### config.mk
export PLATFORM = sky130hd
export DESIGN_NAME = stripe_issuer
export DESIGN_NICKNAME = d
export VERILOG_FILES = /design/src/rtl/stripe_issuer.sv
export SDC_FILE = /design/constraint.sdc
export NUM_CORES = 2
export LEC_CHECK = 0
export ABC_CLOCK_PERIOD_IN_PS = 12700
export BUFFER_PORTS_ARGS = -buffer_cell sky130_fd_sc_hd__buf_2
export CAP_MARGIN = 20
export CORE_ASPECT_RATIO = 1.2
export CORE_MARGIN = 10
export CORE_UTILIZATION = 35
export DETAILED_ROUTE_END_ITERATION = 7
export SETUP_SLACK_MARGIN = 0.4
export SYNTH_ARGS = -nofsm -noshare
export SYNTH_HDL_FRONTEND = slang
export SYNTH_SLANG_ARGS = --single-unit
### constraint.sdc
create_clock -name clk -period 12.7 [get_ports clk]
set_input_delay 1.27 -clock clk [delete_from_list [all_inputs] [get_ports clk]]
set_output_delay 1.27 -clock clk [all_outputs]
set_load 0.05 [all_outputs]
### src/rtl/stripe_issuer.sv
// Transmit end of the stripe tag-broadcast protocol: latches one job, hands
// the configuration to the stripe on request, then streams tag-stamped operand pairs.
module stripe_issuer #(
    parameter int data_width  = 16,
    parameter int block_width = 8 * data_width,
    parameter int tag_width   = 12,
    parameter int instr_width = 7,
    parameter int fifo_depth  = 4,
    parameter int gap_cycles  = 1
) (
    input  logic                   clk,
    input  logic                   rst,
    input  logic                   cmd_valid,
    output logic                   cmd_ready,
    input  logic [tag_width-1:0]   cmd_tagA,
    input  logic [tag_width-1:0]   cmd_tagB,
    input  logic [tag_width-1:0]   cmd_strideA,
    input  logic [tag_width-1:0]   cmd_strideB,
    input  logic [tag_width-1:0]   cmd_iter_lim,
    input  logic [instr_width-1:0] cmd_instr,
    input  logic                   opd_valid,
    output logic                   opd_ready,
    input  logic [block_width-1:0] opd_d0,
    input  logic [block_width-1:0] opd_d1,
    input  logic                   ext_req,
    output logic                   cfg_write,
    output logic [tag_width-1:0]   tagA_OUT,
    output logic [tag_width-1:0]   tagB_OUT,
    output logic [tag_width-1:0]   strideA_OUT,
    output logic [tag_width-1:0]   strideB_OUT,
    output logic [tag_width-1:0]   iter_lim_OUT,
    output logic [instr_width-1:0] instr_OUT,
    output logic                   bcast_valid,
    output logic [tag_width-1:0]   bcast_tag0,
    output logic [tag_width-1:0]   bcast_tag1,
    output logic [block_width-1:0] d0_OUT,
    output logic [block_width-1:0] d1_OUT,
    output logic                   busy,
    output logic                   done
);

    localparam int ptr_width = $clog2(fifo_depth);
    localparam logic [ptr_width:0] full_count = (ptr_width + 1)'(fifo_depth);
    localparam logic [1:0] gap_load = 2'(gap_cycles);

    typedef enum logic [1:0] {IDLE, CONFIG, STREAM, DONE} state_t;

    state_t state, next_state;

    logic [block_width-1:0] fifo_d0 [fifo_depth];
    logic [block_width-1:0] fifo_d1 [fifo_depth];
    logic [ptr_width-1:0]   wr_ptr, rd_ptr;
    logic [ptr_width:0]     count;
    logic                   fifo_full, fifo_empty;

    logic [tag_width-1:0]   exp_a, exp_b, acc_cnt, beat_cnt;
    logic [1:0]             gap_cnt;
    logic [block_width-1:0] d0_hold, d1_hold;
    logic                   push, pop, cmd_fire;

    assign fifo_full  = (count == full_count);
    assign fifo_empty = (count == '0);
    assign cmd_fire   = cmd_valid & cmd_ready;
    assign push       = opd_valid & opd_ready;
    assign pop        = bcast_valid;

    assign bcast_tag0 = exp_a;
    assign bcast_tag1 = exp_b;
    assign d0_OUT     = bcast_valid ? fifo_d0[rd_ptr] : d0_hold;
    assign d1_OUT     = bcast_valid ? fifo_d1[rd_ptr] : d1_hold;

    always_ff @(posedge clk or posedge rst) begin
        if (rst) begin
            state <= IDLE;
        end else begin
            state <= next_state;
        end
    end

    // CONFIG leaves on the first ext_req, so a held request cannot re-strobe cfg_write.
    always_comb begin
        next_state = state;
        case (state)
            IDLE:    if (cmd_fire) next_state = CONFIG;
            CONFIG:  if (ext_req) next_state = (iter_lim_OUT == '0) ? DONE : STREAM;
            STREAM:  if (beat_cnt == iter_lim_OUT) next_state = DONE;
            DONE:    next_state = IDLE;
            default: next_state = IDLE;
        endcase
    end

    always_comb begin
        cmd_ready   = 1'b0;
        opd_ready   = 1'b0;
        cfg_write   = 1'b0;
        bcast_valid = 1'b0;
        busy        = 1'b0;
        done        = 1'b0;
        case (state)
            IDLE:   cmd_ready = !rst;
            CONFIG: begin
                busy      = 1'b1;
                cfg_write = ext_req;
            end
            STREAM: begin
                busy        = 1'b1;
                opd_ready   = !fifo_full && (acc_cnt < iter_lim_OUT);
                bcast_valid = !fifo_empty && (gap_cnt == 2'd0);
            end
            DONE:   done = 1'b1;
            default: ;
        endcase
    end

    always_ff @(posedge clk or posedge rst) begin
        if (rst) begin
            tagA_OUT     <= '0;
            tagB_OUT     <= '0;
            strideA_OUT  <= '0;
            strideB_OUT  <= '0;
            iter_lim_OUT <= '0;
            instr_OUT    <= '0;
        end else if (cmd_fire) begin
            tagA_OUT     <= cmd_tagA;
            tagB_OUT     <= cmd_tagB;
            strideA_OUT  <= cmd_strideA;
            strideB_OUT  <= cmd_strideB;
            iter_lim_OUT <= cmd_iter_lim;
            instr_OUT    <= cmd_instr;
        end
    end

    // Storage needs no reset; the pointers and count define what is valid.
    always_ff @(posedge clk) begin
        if (push) begin
            fifo_d0[wr_ptr] <= opd_d0;
            fifo_d1[wr_ptr] <= opd_d1;
        end
    end

    always_ff @(posedge clk or posedge rst) begin
        if (rst) begin
            wr_ptr   <= '0;
            rd_ptr   <= '0;
            count    <= '0;
            exp_a    <= '0;
            exp_b    <= '0;
            acc_cnt  <= '0;
            beat_cnt <= '0;
            gap_cnt  <= '0;
            d0_hold  <= '0;
            d1_hold  <= '0;
        end else begin
            if (push) begin
                wr_ptr  <= wr_ptr + 1'b1;
                acc_cnt <= acc_cnt + 1'b1;
            end
            if (pop) begin
                rd_ptr   <= rd_ptr + 1'b1;
                exp_a    <= exp_a + strideA_OUT;
                exp_b    <= exp_b + strideB_OUT;
                beat_cnt <= beat_cnt + 1'b1;
                gap_cnt  <= gap_load;
                d0_hold  <= fifo_d0[rd_ptr];
                d1_hold  <= fifo_d1[rd_ptr];
            end else if (gap_cnt != 2'd0) begin
                gap_cnt <= gap_cnt - 1'b1;
            end
            case ({push, pop})
                2'b10:   count <= count + 1'b1;
                2'b01:   count <= count - 1'b1;
                default: ;
            endcase
            if (cmd_fire) begin
                exp_a    <= cmd_tagA;
                exp_b    <= cmd_tagB;
                acc_cnt  <= '0;
                beat_cnt <= '0;
                gap_cnt  <= '0;
            end
        end
    end

endmodule
# Word level (Yosys, flattened, before mapping)
# Memories as Yosys holds them, arrays and structs flattened.
# Cells that the tools add are included.
dict set report classes {
  bitwise 2
  muxes 27
  n_lt_le_gt_ge 1
  n_reduce_logical 16
  eq_ne 10
  add_sub_neg 9
}
# op n
set ops {}
lappend ops {{$mux W128} 2}
lappend ops {{$mux W12} 8}
lappend ops {{$add A12 B1 Y12 const B} 2}
lappend ops {{$add A12 B12 Y12} 2}
lappend ops {{$eq A12 B12 Y1} 1}
lappend ops {{$logic_not A12 Y1} 1}
lappend ops {{$lt A12 B12 Y1} 1}
lappend ops {{$mux W2} 6}
lappend ops {{$mux W1} 9}
lappend ops {{$pmux W2 S4} 1}
lappend ops {{$reduce_bool A2 Y1} 4}
lappend ops {{$eq A2 B2 Y1 const B} 3}
lappend ops {{$ne A2 B2 Y1 const B} 3}
lappend ops {{$pmux W3 S2} 1}
lappend ops {{$add A2 B1 Y2 const B} 2}
lappend ops {{$eq A2 B1 Y1 const B} 2}
lappend ops {{$logic_not A2 Y1} 2}
lappend ops {{$add A3 B1 Y3 const B} 1}
lappend ops {{$eq A3 B3 Y1 const B} 1}
lappend ops {{$logic_not A1 Y1} 3}
lappend ops {{$logic_not A3 Y1} 1}
lappend ops {{$reduce_and A3 Y1} 1}
lappend ops {{$reduce_bool A3 Y1} 1}
lappend ops {{$sub A3 B1 Y3 const B} 1}
lappend ops {{4 further kinds} 6}
dict set report totals {
  regBits 382
  memories 2
  mem_bits_rw 1024
  out_inout_bits 353
  word_cells 84
  in_bits 328
}
# name words word_bits rd rd_clocked_by_memory_dff wr line
set mem_list {}
lappend mem_list {fifo_d0 4 128 1 0 1 50} ;# logic [block_width-1:0] fifo_d0 [fifo_depth];
lappend mem_list {fifo_d1 4 128 1 0 1 51} ;# logic [block_width-1:0] fifo_d1 [fifo_depth];

# Depth between registers and ports, before layout
dict set report depth {
  ltp_word 7
  ltp_mapped 13
  mapped_depth_nobuf 12
}

# Worst setup path before layout
# No wires, ideal clock.
dict set report synth_timing {
  path_type {flip-flop to flip-flop}
  start {reg iter_lim_OUT[11]}
  end {mem fifo_d0[1][0] (netlist name), enable pin}
  n_path_buf 0
  t_required_ns 12.048
  slack_ns 3.919
  period_less_slack_ns 8.781
  path_stages_with_launch 7
  t_arrival_ns 8.129
  setup_ns 0.652
  cell_sequence {dfrtp_1 inv_1 ha_1 a221oi_2 o21a_1 a32o_1 and3_1}
}
dict set report synth_between {
  elab_chain_len 6
}
# item line
set synth_rtl {}
lappend synth_rtl {{from (decl)} 31} ;# output logic [tag_width-1:0] iter_lim_OUT,
lappend synth_rtl {{from (signal assigned)} 128} ;# iter_lim_OUT <= cmd_iter_lim;
lappend synth_rtl {{$lt A12 B12 Y1} 107} ;# opd_ready = !fifo_full && (acc_cnt < iter_lim_OUT);
lappend synth_rtl {{$logic_and A1 B1 Y1} 107}
lappend synth_rtl {{$mux W1} 99} ;# case (state)
lappend synth_rtl {{via opd_ready} 22} ;# output logic opd_ready,
lappend synth_rtl {{$and A1 B1 Y1} 64} ;# assign push = opd_valid & opd_ready;
lappend synth_rtl {{$mux W1} 135} ;# if (push) begin
lappend synth_rtl {{$mux W1 (not written as such)} 136} ;# fifo_d0[wr_ptr] <= opd_d0;
lappend synth_rtl {{to (decl)} 50}
# The timed path passes the listed nets, and every way through them passes these cells.

# Final worst setup path
dict set report layout_timing {
  start {reg state[0]}
  end {out d0_OUT[85]}
}
dict set report layout_between {
  elab_chain_len 3
}
# item line
set layout_rtl {}
lappend layout_rtl {{from (decl)} 48} ;# state_t state, next_state;
lappend layout_rtl {{from (signal assigned)} 76} ;# state <= next_state;
lappend layout_rtl {{$eq A2 B2 Y1} 99}
lappend layout_rtl {{$mux W1} 99}
lappend layout_rtl {{$mux W128} --}
lappend layout_rtl {{to (decl)} 36} ;# output logic [block_width-1:0] d0_OUT,
# Every way passes these cells.

==> flow_summary_export.csv <==
group,metric,value,unit
cts,root_buffer,"clkbuf_16",
sta,worst_pin_slew,1.10,ns
routing,drt_wl_total,138000,um
grt,grt_max_degree,124,
placement,io_buffers,680,
critical_path,r2r_start,"iter_lim_OUT[11]",
pwr,p_leak,25.1,nW
sta,hold_violations,0,
synth,ys_seq_elements,1406,
sta,skew,0.0457,ns
critical_path,crit_path_end_kind,"primary output",
routing,num_vias,29581,
routing,topRoutingLayerUsed,"met5",
synth,synth_flop_cell,"edfxtp_1",
routing,via_per_inst,4.94,
sta,rsz0062_at_grt,"no",
critical_path,reg2reg_slack,8.08,ns
routing,drtIter0Drc,2061,
grt,grt_usage,16.3,%
synth,synthCells,3151,
sta,fin_crit,5.73,ns
layout,fillCellCount,13645,
sta,setup-violations-final,0,
floorplan,die-height,446,um
synth,yosys_warnings,0,
synth,synth_area,0.0530,mm^2
hold_path,hp-class,"flip-flop to flip-flop",
critical_path,cp.arrival,4.46,ns
floorplan,pin_count,681,
cts,ctsHoldBuffers,0,
floorplan,floorplan.initialDensity,35.2,%
routing,ant_nets,0,
layout,mostFrequentLayoutCell,"edfxtp_1",
layout,regArea,0.0403,mm^2
cts,cts_tree,"built",
cts,cts_resized,0,
routing,met2WireLength,65900,um
run_status,status,"completed",
floorplan,core,0.151,mm^2
sta,setup_tns,0,ns
critical_path,reg2reg_to,"fifo_d0[0][112]",
synth,yosys.area.top_type,"edfxtp_1",
placement,post-dp-hpwl,89000,um
pwr,cellPowerDensity,279,mW/mm^2
floorplan,die_x,375,um
layout,drive_gt1_share,30.1,%
routing,drt_first_pass_iters,5,
synth,synthArstFlopShare,27.2,%
critical_path,critical_path_class,"flip-flop to primary output",
critical_path,path_max_fanout,72,
sta,maxSlewHeadroom,26.9,%
cts,numClockSinks,1406,
flow_run,maxCapViolCount,0,
layout,multiInputGateArea,0.0120,mm^2
placement,gp_congestion,0.837,
grt,grt_pass1_wl,206000,um
critical_path,critPathLaunchType,"flip-flop",
sta,post-route-period-util,45.2,%
sta,drv_slew,0,
routing,drc,0,
synth,yosysTopAreaCellShare,58.0,%
cts,clock_latency,0.79,ns
sta,fmax,174,MHz
grt,grt-ovfl-total,0,
routing,wl_met3,11500,um
layout,fin_area,0.0636,mm^2
critical_path,crit_required,11.43,ns
layout,final_cell_mix,"1024 x edfxtp_1, 959 x nand2_1, 680 x buf_2, 380 x dfrtp_1, 256 x mux4_2",
synth,synthTopCellsByArea,"edfxtp_1 58%, dfrtp_1 18%, mux4_2 11%",
grt,grt_pass1_vias,30658,
floorplan,rows,156,
floorplan,floorplan.die_area,0.167,mm^2
placement,dpl_cell_area,0.0587,mm^2
synth,synth_edf_count,1024,
critical_path,ff2ff_path_depth,8,
cts,htreeDepth,4,
routing,wl_met1,56300,um
layout,fin_nets,4247,
critical_path,crit_end,"d0_OUT[85]",
critical_path,startpoint,"state[0]",
synth,seq_area_frac_synth,76.0,%
synth,syn_nets,3527,
grt,antenna_found_initial,64,
cts,cts.clk_slew.worst_paths,0.06,ns
routing,wire_per_inst,23.1,um
synth,ys_types,49,
cts,post_cts_buffers,0,
pwr,ir_drop,0.213,mV
synth,syn_area_per_cell,16.8,um^2
cts,clockBufferDepth,3,
layout,syn_to_final_growth,20.0,%
cts,cts_buffers,146,
[power by group]
part / internal (W) / switching (W) / leakage (nW) / total [W]
logic: 0.00190 / 0.00504 / 8.59 / 0.00695
clock network: 0.00249 / 0.00181 / 2.38 / 0.00431
registers: 0.00609 / 0.000423 / 14.1 / 0.00651
total: 0.0105 / 0.00728 / 25.1 / 0.0178
[per-layer routing]
| layer | vias up | global-route usage (%) |
|---|---|---|
| met5 | - | 0 |
| met2 | 978 | 25.9 |
| met4 | 64 | 5.57 |
| met1 | 15115 | 20.9 |
| met3 | 282 | 5.51 |
| li1 | 13142 | - |
[synthesized netlist by cell type, drive strengths merged (10+ instances only)]
| master | n |
|---|---|
| edfxtp | 1024 |
| nand2 | 960 |
| dfrtp | 382 |
| mux4 | 256 |
| clkbuf | 78 |
| buf | 63 |
| o21ai | 50 |
| ha | 45 |
| nor2 | 41 |
| inv | 33 |
| xor2 | 28 |
| a21oi | 26 |
| xnor2 | 17 |
| mux2i | 11 |
| nand3 | 11 |
| and3 | 10 |
| nand2b | 10 |
| nor3 | 10 |
| o31ai | 10 |
[worst max-delay path, cell delays in order (launching register included)]
cell,delay (ns)
dfrtp_1,0.41
inv_1,0.09
ha_1,0.27
o311ai_4,0.14
buf_4,0.53
buf_4,0.67
buf_4,0.77
nand2_1,0.11
nand2_1,0.16
buf_2,0.29
[how the worst min path moves through the flow]
stage,startpoint,to,cells after the start
6_report,d0_hold[80],d0_hold[80],2
5_1_grt,d0_hold[48],d0_hold[48],2
4_1_cts,d1_hold[112],d1_hold[112],2
3_5_place_dp,d0_hold[69],d0_hold[69],2
3_3_place_gp,d0_hold[0],d0_hold[0],2
2_1_floorplan,count[2],count[2],1
[state kept, by name, summed over array words and instances, names as in the netlist]
| name | cells |
|---|---|
| acc_cnt | 12 |
| bcast_tag0 | 12 |
| bcast_tag1 | 12 |
| beat_cnt | 12 |
| count | 3 |
| d0_hold | 128 |
| d1_hold | 128 |
| fifo_d0 | 512 |
| fifo_d1 | 512 |
| gap_cnt | 2 |
| instr_OUT | 7 |
| iter_lim_OUT | 12 |
| rd_ptr | 2 |
| state | 2 |
| strideA_OUT | 12 |
| strideB_OUT | 12 |
| tagA_OUT | 12 |
| tagB_OUT | 12 |
| wr_ptr | 2 |
[through the flow]
stage / total power, W / cells / hold WS, ns / util [%] / worst slack [ns]
final: 0.0178 / 5988 / 0.464 / 42.2 / 6.97
after global routing: 0.0187 / 5978 / 0.480 / 42.2 / 6.67
after CTS: 0.0180 / 5971 / 0.468 / 42.2 / 6.82
after detailed placement: 0.0137 / 5698 / 0.454 / 39.0 / 7.70
after global placement: 0.0136 / 5698 / 0.448 / 39.0 / 7.74
after floorplan: 0.0118 / 3151 / 0.486 / - / 0.816
[logic make-up after synthesis]
kind of cell	share of synthesized area, %
compound gates	1.58
xor+xnor	0.744
fa+ha+maj	1.18
buf+inv	1.36
flops	76.0
mux	11.1
simple gates	7.97
[area by class of cell]
class,instances,area share (%)
clock inverter,65,1.19
antenna,17,0.0669
clock buffer,208,6.48
sequential,1406,63.4
timing repair buffer,713,5.90
multi-input combinational,1571,18.9
inverter,33,0.218
tap,1975,3.88
Power figures use the tool's default switching activity.
